## src/rtl/fpu_dispatch_pkg.sv

```systemverilog
// Shared types and constants for the FP dispatcher (APU request/response initiator).
package fpu_dispatch_pkg;

  localparam int unsigned OP_W   = 5;
  localparam int unsigned RM_W   = 3;
  localparam int unsigned REG_W  = 5;
  localparam int unsigned DATA_W = 32;
  localparam int unsigned FLAG_W = 5;

  localparam logic [RM_W-1:0]   RM_DYN    = 3'b111;
  localparam logic [DATA_W-1:0] CANON_NAN = 32'h7FC0_0000;

  // Bit positions follow the fflags CSR layout: NV is bit 4, NX is bit 0.
  typedef struct packed {
    logic nv;
    logic dz;
    logic of;
    logic uf;
    logic nx;
  } fflags_t;

  typedef enum logic [1:0] {
    ST_IDLE,
    ST_REQ,
    ST_WAIT
  } state_t;

  function automatic logic [RM_W-1:0] resolve_rm(input logic [RM_W-1:0] rm,
                                                 input logic [RM_W-1:0] frm);
    return (rm == RM_DYN) ? frm : rm;
  endfunction

endpackage

```

## src/rtl/fpu_dispatch.sv

```systemverilog
// FP dispatcher: issues one op over the APU req/gnt channel, waits for rvalid and
// writes back the result. The WAIT-state abort is enabled by FPU_DISPATCH_TIMEOUT_EN.
module fpu_dispatch
  import fpu_dispatch_pkg::*;
#(
  parameter int unsigned TIMEOUT_CYCLES = 64
) (
  input  logic              clk_i,
  input  logic              rst_i,
  input  logic              issue_valid_i,
  output logic              issue_ready_o,
  input  logic [OP_W-1:0]   issue_op_i,
  input  logic [RM_W-1:0]   issue_rm_i,
  input  logic [REG_W-1:0]  issue_rd_i,
  input  logic [DATA_W-1:0] issue_op1_i,
  input  logic [DATA_W-1:0] issue_op2_i,
  input  logic [DATA_W-1:0] issue_op3_i,
  input  logic [RM_W-1:0]   frm_i,
  output logic              busy_o,
  output logic              apu_req_o,
  input  logic              apu_gnt_i,
  output logic [DATA_W-1:0] apu_operands_o_1,
  output logic [DATA_W-1:0] apu_operands_o_2,
  output logic [DATA_W-1:0] apu_operands_o_3,
  output logic [OP_W-1:0]   apu_op_o,
  output logic [RM_W-1:0]   fp_rnd_mode_o,
  input  logic              apu_rvalid_i,
  input  logic [DATA_W-1:0] apu_rdata_i,
  input  logic [FLAG_W-1:0] apu_rflags_i,
  output logic              wb_valid_o,
  output logic [REG_W-1:0]  wb_rd_o,
  output logic [DATA_W-1:0] wb_data_o,
  output logic              wb_err_o,
  output logic [FLAG_W-1:0] fflags_o,
  input  logic              fflags_clr_i
);

  state_t state_q, state_d;
  logic   accept;
  logic   capture;
  logic   abort;

  logic [REG_W-1:0]  rd_q;
  logic [DATA_W-1:0] cap_data_q;
  fflags_t           cap_flags_q;
  logic              cmpl_pend_q;

`ifdef FPU_DISPATCH_TIMEOUT_EN
  localparam int unsigned CNT_W = (TIMEOUT_CYCLES > 2) ? $clog2(TIMEOUT_CYCLES) : 1;
  localparam logic [CNT_W-1:0] TO_LAST = CNT_W'(TIMEOUT_CYCLES - 1);

  logic [CNT_W-1:0] to_cnt_q;
  logic             cap_err_q;
  logic             wb_err_q;
`endif

  assign issue_ready_o = (state_q == ST_IDLE);
  assign busy_o        = (state_q != ST_IDLE);
  assign apu_req_o     = (state_q == ST_REQ);
  assign accept        = issue_ready_o && issue_valid_i;

  always_ff @(posedge clk_i or posedge rst_i) begin
    if (rst_i) state_q <= ST_IDLE;
    else       state_q <= state_d;
  end

  // NOTE: every signal assigned in this block gets a default first so no latch is inferred.
  always_comb begin
    state_d = state_q;
    capture = 1'b0;
    abort   = 1'b0;
    unique case (state_q)
      ST_IDLE: if (issue_valid_i) state_d = ST_REQ;
      ST_REQ: begin
        if (apu_gnt_i) begin
          if (apu_rvalid_i) begin
            capture = 1'b1;
            state_d = ST_IDLE;
          end else begin
            state_d = ST_WAIT;
          end
        end
      end
      ST_WAIT: begin
        if (apu_rvalid_i) begin
          capture = 1'b1;
          state_d = ST_IDLE;
        end
`ifdef FPU_DISPATCH_TIMEOUT_EN
        else if (to_cnt_q == TO_LAST) begin
          abort   = 1'b1;
          state_d = ST_IDLE;
        end
`endif
      end
      default: state_d = ST_IDLE;
    endcase
  end

  // Request fields are captured at issue and stay stable for the whole handshake.
  // NOTE: sequential state uses non-blocking assignments so every flop samples pre-edge values.
  always_ff @(posedge clk_i or posedge rst_i) begin
    if (rst_i) begin
      apu_op_o         <= '0;
      apu_operands_o_1 <= '0;
      apu_operands_o_2 <= '0;
      apu_operands_o_3 <= '0;
      fp_rnd_mode_o    <= '0;
      rd_q             <= '0;
    end else if (accept) begin
      apu_op_o         <= issue_op_i;
      apu_operands_o_1 <= issue_op1_i;
      apu_operands_o_2 <= issue_op2_i;
      apu_operands_o_3 <= issue_op3_i;
      fp_rnd_mode_o    <= resolve_rm(issue_rm_i, frm_i);
      rd_q             <= issue_rd_i;
    end
  end

  // Response capture stage; writeback follows one cycle later.
  always_ff @(posedge clk_i or posedge rst_i) begin
    if (rst_i) begin
      cmpl_pend_q <= 1'b0;
      cap_data_q  <= '0;
      cap_flags_q <= '0;
`ifdef FPU_DISPATCH_TIMEOUT_EN
      cap_err_q   <= 1'b0;
`endif
    end else begin
      cmpl_pend_q <= capture || abort;
      if (capture) begin
        cap_data_q  <= apu_rdata_i;
        cap_flags_q <= fflags_t'(apu_rflags_i);
`ifdef FPU_DISPATCH_TIMEOUT_EN
        cap_err_q   <= 1'b0;
      end else if (abort) begin
        cap_data_q  <= CANON_NAN;
        cap_flags_q <= '{nv: 1'b1, default: 1'b0};
        cap_err_q   <= 1'b1;
`endif
      end
    end
  end

  // A clear coincident with a completion leaves only the new flags.
  always_ff @(posedge clk_i or posedge rst_i) begin
    if (rst_i) begin
      wb_valid_o <= 1'b0;
      wb_data_o  <= '0;
      wb_rd_o    <= '0;
      fflags_o   <= '0;
    end else begin
      wb_valid_o <= cmpl_pend_q;
      if (cmpl_pend_q) begin
        wb_data_o <= cap_data_q;
        wb_rd_o   <= rd_q;
      end
      fflags_o <= (fflags_clr_i ? '0 : fflags_o) | (cmpl_pend_q ? cap_flags_q : '0);
    end
  end

`ifdef FPU_DISPATCH_TIMEOUT_EN
  always_ff @(posedge clk_i or posedge rst_i) begin
    if (rst_i) begin
      to_cnt_q <= '0;
      wb_err_q <= 1'b0;
    end else begin
      to_cnt_q <= (state_q == ST_WAIT) ? to_cnt_q + 1'b1 : '0;
      if (cmpl_pend_q) wb_err_q <= cap_err_q;
    end
  end

  assign wb_err_o = wb_err_q;
`else
  assign wb_err_o = 1'b0;
`endif

endmodule

```

## config.mk

```make
export PLATFORM = sky130hd
export DESIGN_NAME = fpu_dispatch
export DESIGN_NICKNAME = d
export VERILOG_FILES = /design/src/rtl/fpu_dispatch_pkg.sv /design/src/rtl/fpu_dispatch.sv
export SDC_FILE = /design/constraint.sdc
export NUM_CORES = 1
export LEC_CHECK = 0
export ABC_AREA = 1
export BUFFER_PORTS_ARGS = -buffer_cell sky130_fd_sc_hd__buf_2
export CELL_PAD_IN_SITES_DETAIL_PLACEMENT = 1
export CELL_PAD_IN_SITES_GLOBAL_PLACEMENT = 2
export CORE_MARGIN = 8
export CORE_UTILIZATION = 27
export CTS_CLUSTER_DIAMETER = 100
export DETAILED_ROUTE_END_ITERATION = 6
export PLACE_DENSITY = 0.85
export SYNTH_ARGS = -nofsm -noshare
export SYNTH_HDL_FRONTEND = slang
export SYNTH_SLANG_ARGS = --single-unit
```

## constraint.sdc

```tcl
create_clock -name clk_i -period 7.8 [get_ports clk_i]
set_input_delay 1.95 -clock clk_i [delete_from_list [all_inputs] [get_ports clk_i]]
set_output_delay 1.95 -clock clk_i [all_outputs]
set_load 0.01 [all_outputs]
```

; Yosys cells after proc, flatten, opt, wreduce, memory -nomap -nowiden
; Index checks and enable logic that the tools add are counted.
[totals]
word_cells = 40
ff_bits = 192
input_bits = 155
[classes]
reduce_logical = 4
eq_ne = 6
mux = 11
bitwise = 1
[op_table]
columns = op, n
row1 = 5-bit two-way mux, 2
row2 = 2-bit two-way mux, 4
row3 = 2-bit case mux with 3 select lines, 1
row4 = 5-bit OR, 1
row5 = 2-bit != test (second input constant), 2
row6 = 3-bit == test (second input constant), 1
row7 = 3-bit two-way mux, 1
row8 = 3-bit AND reduction, 1
row9 = 2-bit by 1-bit == test with 1-bit output (second input constant), 1
row10 = 2-bit == test (second input constant), 1
row11 = 2-bit logical NOT, 1
row12 = 1-bit two-way mux, 2
row13 = 2-bit by 1-bit != test with 1-bit output (second input constant), 1
row14 = 1-bit case mux with 2 select lines, 1
row15 = 2-bit nonzero test, 1
row16 = 1-bit logical AND, 1

; Longest topological paths before layout
[depth]
depth_word = 3
depth_mapped = 9
mapped_depth_nobuf = 7

; Worst setup path before layout
; OpenSTA, ideal clock, no wires.
[synth_path]
path_kind = register to output
start = reg state_q[0]
end = out busy_o
path_stages_with_launch = 4
path_slack_ps = 5048
path_buffers = 0
arrival_ps = 802
cell_sequence = dfrtp_1 inv_1 ha_1 inv_1
[synth_via]
elab_chain_cells = 1
[synth_lines]
columns = item, line_no
row1 = from (decl), fpu_dispatch.sv:38  ; state_t state_q, state_d;
row2 = from (signal assigned), fpu_dispatch.sv:64  ; else state_q <= state_d;
row3 = 2-bit nonzero test, fpu_dispatch.sv:58  ; assign busy_o = (state_q != ST_IDLE);
row4 = to (decl), fpu_dispatch.sv:19  ; output logic busy_o,
; Every way passes these cells.

; Worst setup path in the final report
[layout_path]
start = reg state_q[1]
end = out busy_o
; Same word-level chain as after synthesis.

==> results.tsv <==
metric	value	unit
IO Pins	306	
min cycle time layout	3.359	ns
Worst Hold Class	flip-flop to flip-flop	
share of layout cells above drive strength 1	0.3037	
register area share after synthesis	0.6503	
Critical Path End Type	primary output	
FF-to-FF setup slack	5.29	ns
YS warnings	0	
worst slew pin tran	0.9740	ns
RR Startpoint	state_q[1]	
die area	0.03291	sq mm
critical path class	flip-flop to primary output	
core area	0.02695	sq mm
drt first pass iters	4	
Area contributors post-synth	dfrtp_1 65%, nand2_1 27%, nand3_1 2.6%	
leak pwr	5.712	nW
Die X	181.4	um
CTS Sinks	192	
cell area after synthesis	0.007388	sq mm
initial antenna violation count	2	
crit-path max FO	5	
Worst Path Required	5.85	ns
syn nets	996	
DP Worst Slack	3.962	ns
Final HPWL DP	17840	um
number of H-tree levels	4	
Synth top area share	0.6503	
RD Place Congestion	0.7435	
Port-buffer cells	304	
run status	finished, final reports clean	
CTS root buf	clkbuf_16	
syn_area_per_cell	8.817	sq um
Fmax	297.7	MHz
Synth area leader	dfrtp_1	
R2R depth	7	
Arrival @ worst endpoint	1.41	ns
row count	60	
max cap viols	0	
final setup violation count	0	
Final Hold Fails	0	
Tcrit/Tclk final	0.4307	
Total Routing Usage GR	0.1517	
total power	3.859	mW
final hold slack	0.4686	ns
vias in the first global route	6980	
post-cts sizing count	0	
fin util	0.3610	
CP Launch Type	flip-flop	
Area Overhead vs Synth	31.68	%
largest net degree at the start of global routing	122	
Slew HR	0.3506	
Yosys cell types	15	
Skew-Pair Late Insertion Delay	0.43	ns
Post-Synthesis Cells	838	
max-slew violation count	0	
die height	181.4	um
reg2reg end	fp_rnd_mode_o[1]	
routed len/inst	16.88	um
pwr dens	396.6	mW/mm^2
RSZ-0062 raised after global routing	false	
Initial DRC Count	361	
Via density	4.348	
clk buf depth	2	
Post-CTS Setup Bufs	0	
CTS tree	yes	
worst hold endpoint	wb_data_o[5]	
clock slew at reported path FFs	0.07	ns
synthesized flop and latch total	192	
antenna viol nets, final	0	
first-pass GRT wire length	39670	um
cts bufs inserted	17	
crit path setup slack, layout	4.441	ns
Total Wirelength	24950	um
Nets	1282	
DR DRC count	0	
GRT overflow	0	
clock skew	0.01823	ns
Hold-fix buffers, CTS	0	
TNS Setup	0	ns
Starting Density	0.2741	
Cells on Worst Hold Path	2	
fillers	3300	
Hold Crit Start	wb_data_o[5]	
vias	6426	
maximum vdd drop	0.1273	mV
-- flip-flops by register name, summed over array words and instances, names as in the netlist --
register / count
state_q: 2
fflags_o: 5
apu_op_o: 5
apu_operands_o_3: 32
fp_rnd_mode_o: 3
apu_operands_o_1: 32
apu_operands_o_2: 32
wb_rd_o: 5
cap_data_q: 32
cmpl_pend_q: 1
rd_q: 5
wb_data_o: 32
cap_flags_q: 5
wb_valid_o: 1
-- cell type report --
class / count / area (sq um) / area share
clock inverters: 12 / 115.1 / 0.01183
well taps: 341 / 426.7 / 0.04385
multi-input cells: 585 / 2291 / 0.2355
inverters: 17 / 72.57 / 0.007459
flip-flops and latches: 192 / 4805 / 0.4938
diodes: 1 / 2.502 / 0.0002572
repair buffers: 311 / 1574 / 0.1618
clock buffers: 19 / 442.9 / 0.04552
-- synthesized netlist by cell type --
| master | count |
|---|---|
| buf_6 | 2 |
| nor2_1 | 4 |
| nand2_1 | 529 |
| buf_4 | 4 |
| o21ai_1 | 3 |
| nand4_1 | 1 |
| clkbuf_1 | 5 |
| dfrtp_1 | 192 |
| conb_1 | 1 |
| nand3_1 | 39 |
| inv_2 | 2 |
| o21ai_0 | 5 |
| ha_1 | 3 |
| buf_2 | 33 |
| inv_1 | 15 |
-- metrics by stage --
step                      area, sq um  cells
after global placement           9169   1446
after CTS                        9727   1477
final                            9729   1478
after global routing             9729   1478
after floorplan                  7388    838
after detailed placement         9169   1446
-- cells in the final DEF (no fill, tap or decap), types with 5 or more instances in the layout --
cell type    n
buf_2      304
buf_4        7
clkbuf_16   17
clkinv_4     5
dfrtp_1    192
inv_1       14
inv_8        5
nand2_1    528
nand3_1     39
o21ai_0      5
-- worst max-delay path by stage --
stage	startpoint	to	depth (start not counted)	slack, ns
floorplan	rst_i	apu_op_o[0]	1	0.62
global placement	rst_i	apu_operands_o_2[12]	3	3.95
detailed placement	rst_i	apu_operands_o_2[12]	3	3.96
CTS	state_q[0]	busy_o	4	4.41
global route	rst_i	apu_operands_o_2[1]	3	4.22
finish	state_q[1]	busy_o	4	4.44
-- cells by family after synthesis --
family	after synthesis	synth area share
buf+inv	61	0.04064
compound gates	8	0.005418
fa+ha+maj	3	0.005081
other cells	1	0.0005076
simple gates	573	0.2981
flops	192	0.6503
-- routing by layer --
metal	GRT usage	up-vias	part of all wire
met1	0.1839	3162	0.44
met5	0	-	0.00052
li1	-	3105	-
met2	0.2641	140	0.51
met4	0.03936	2	0.014
met3	0.03932	17	0.044
-- worst max-delay path, cell delays in order (launching register included) --
cell and delay, ns:
dfrtp_1 0.40, inv_1 0.09, ha_1 0.29, inv_1 0.07
buf_2 0.14
-- report_power, final --
part	internal [mW]	total [mW]	switching (mW)	leakage, nW
clock network	0.431	0.851	0.420	0.276
registers	1.43	1.65	0.225	2.42
logic	0.485	1.36	0.871	3.02
Note: power is estimated with default switching activity, not from simulation.
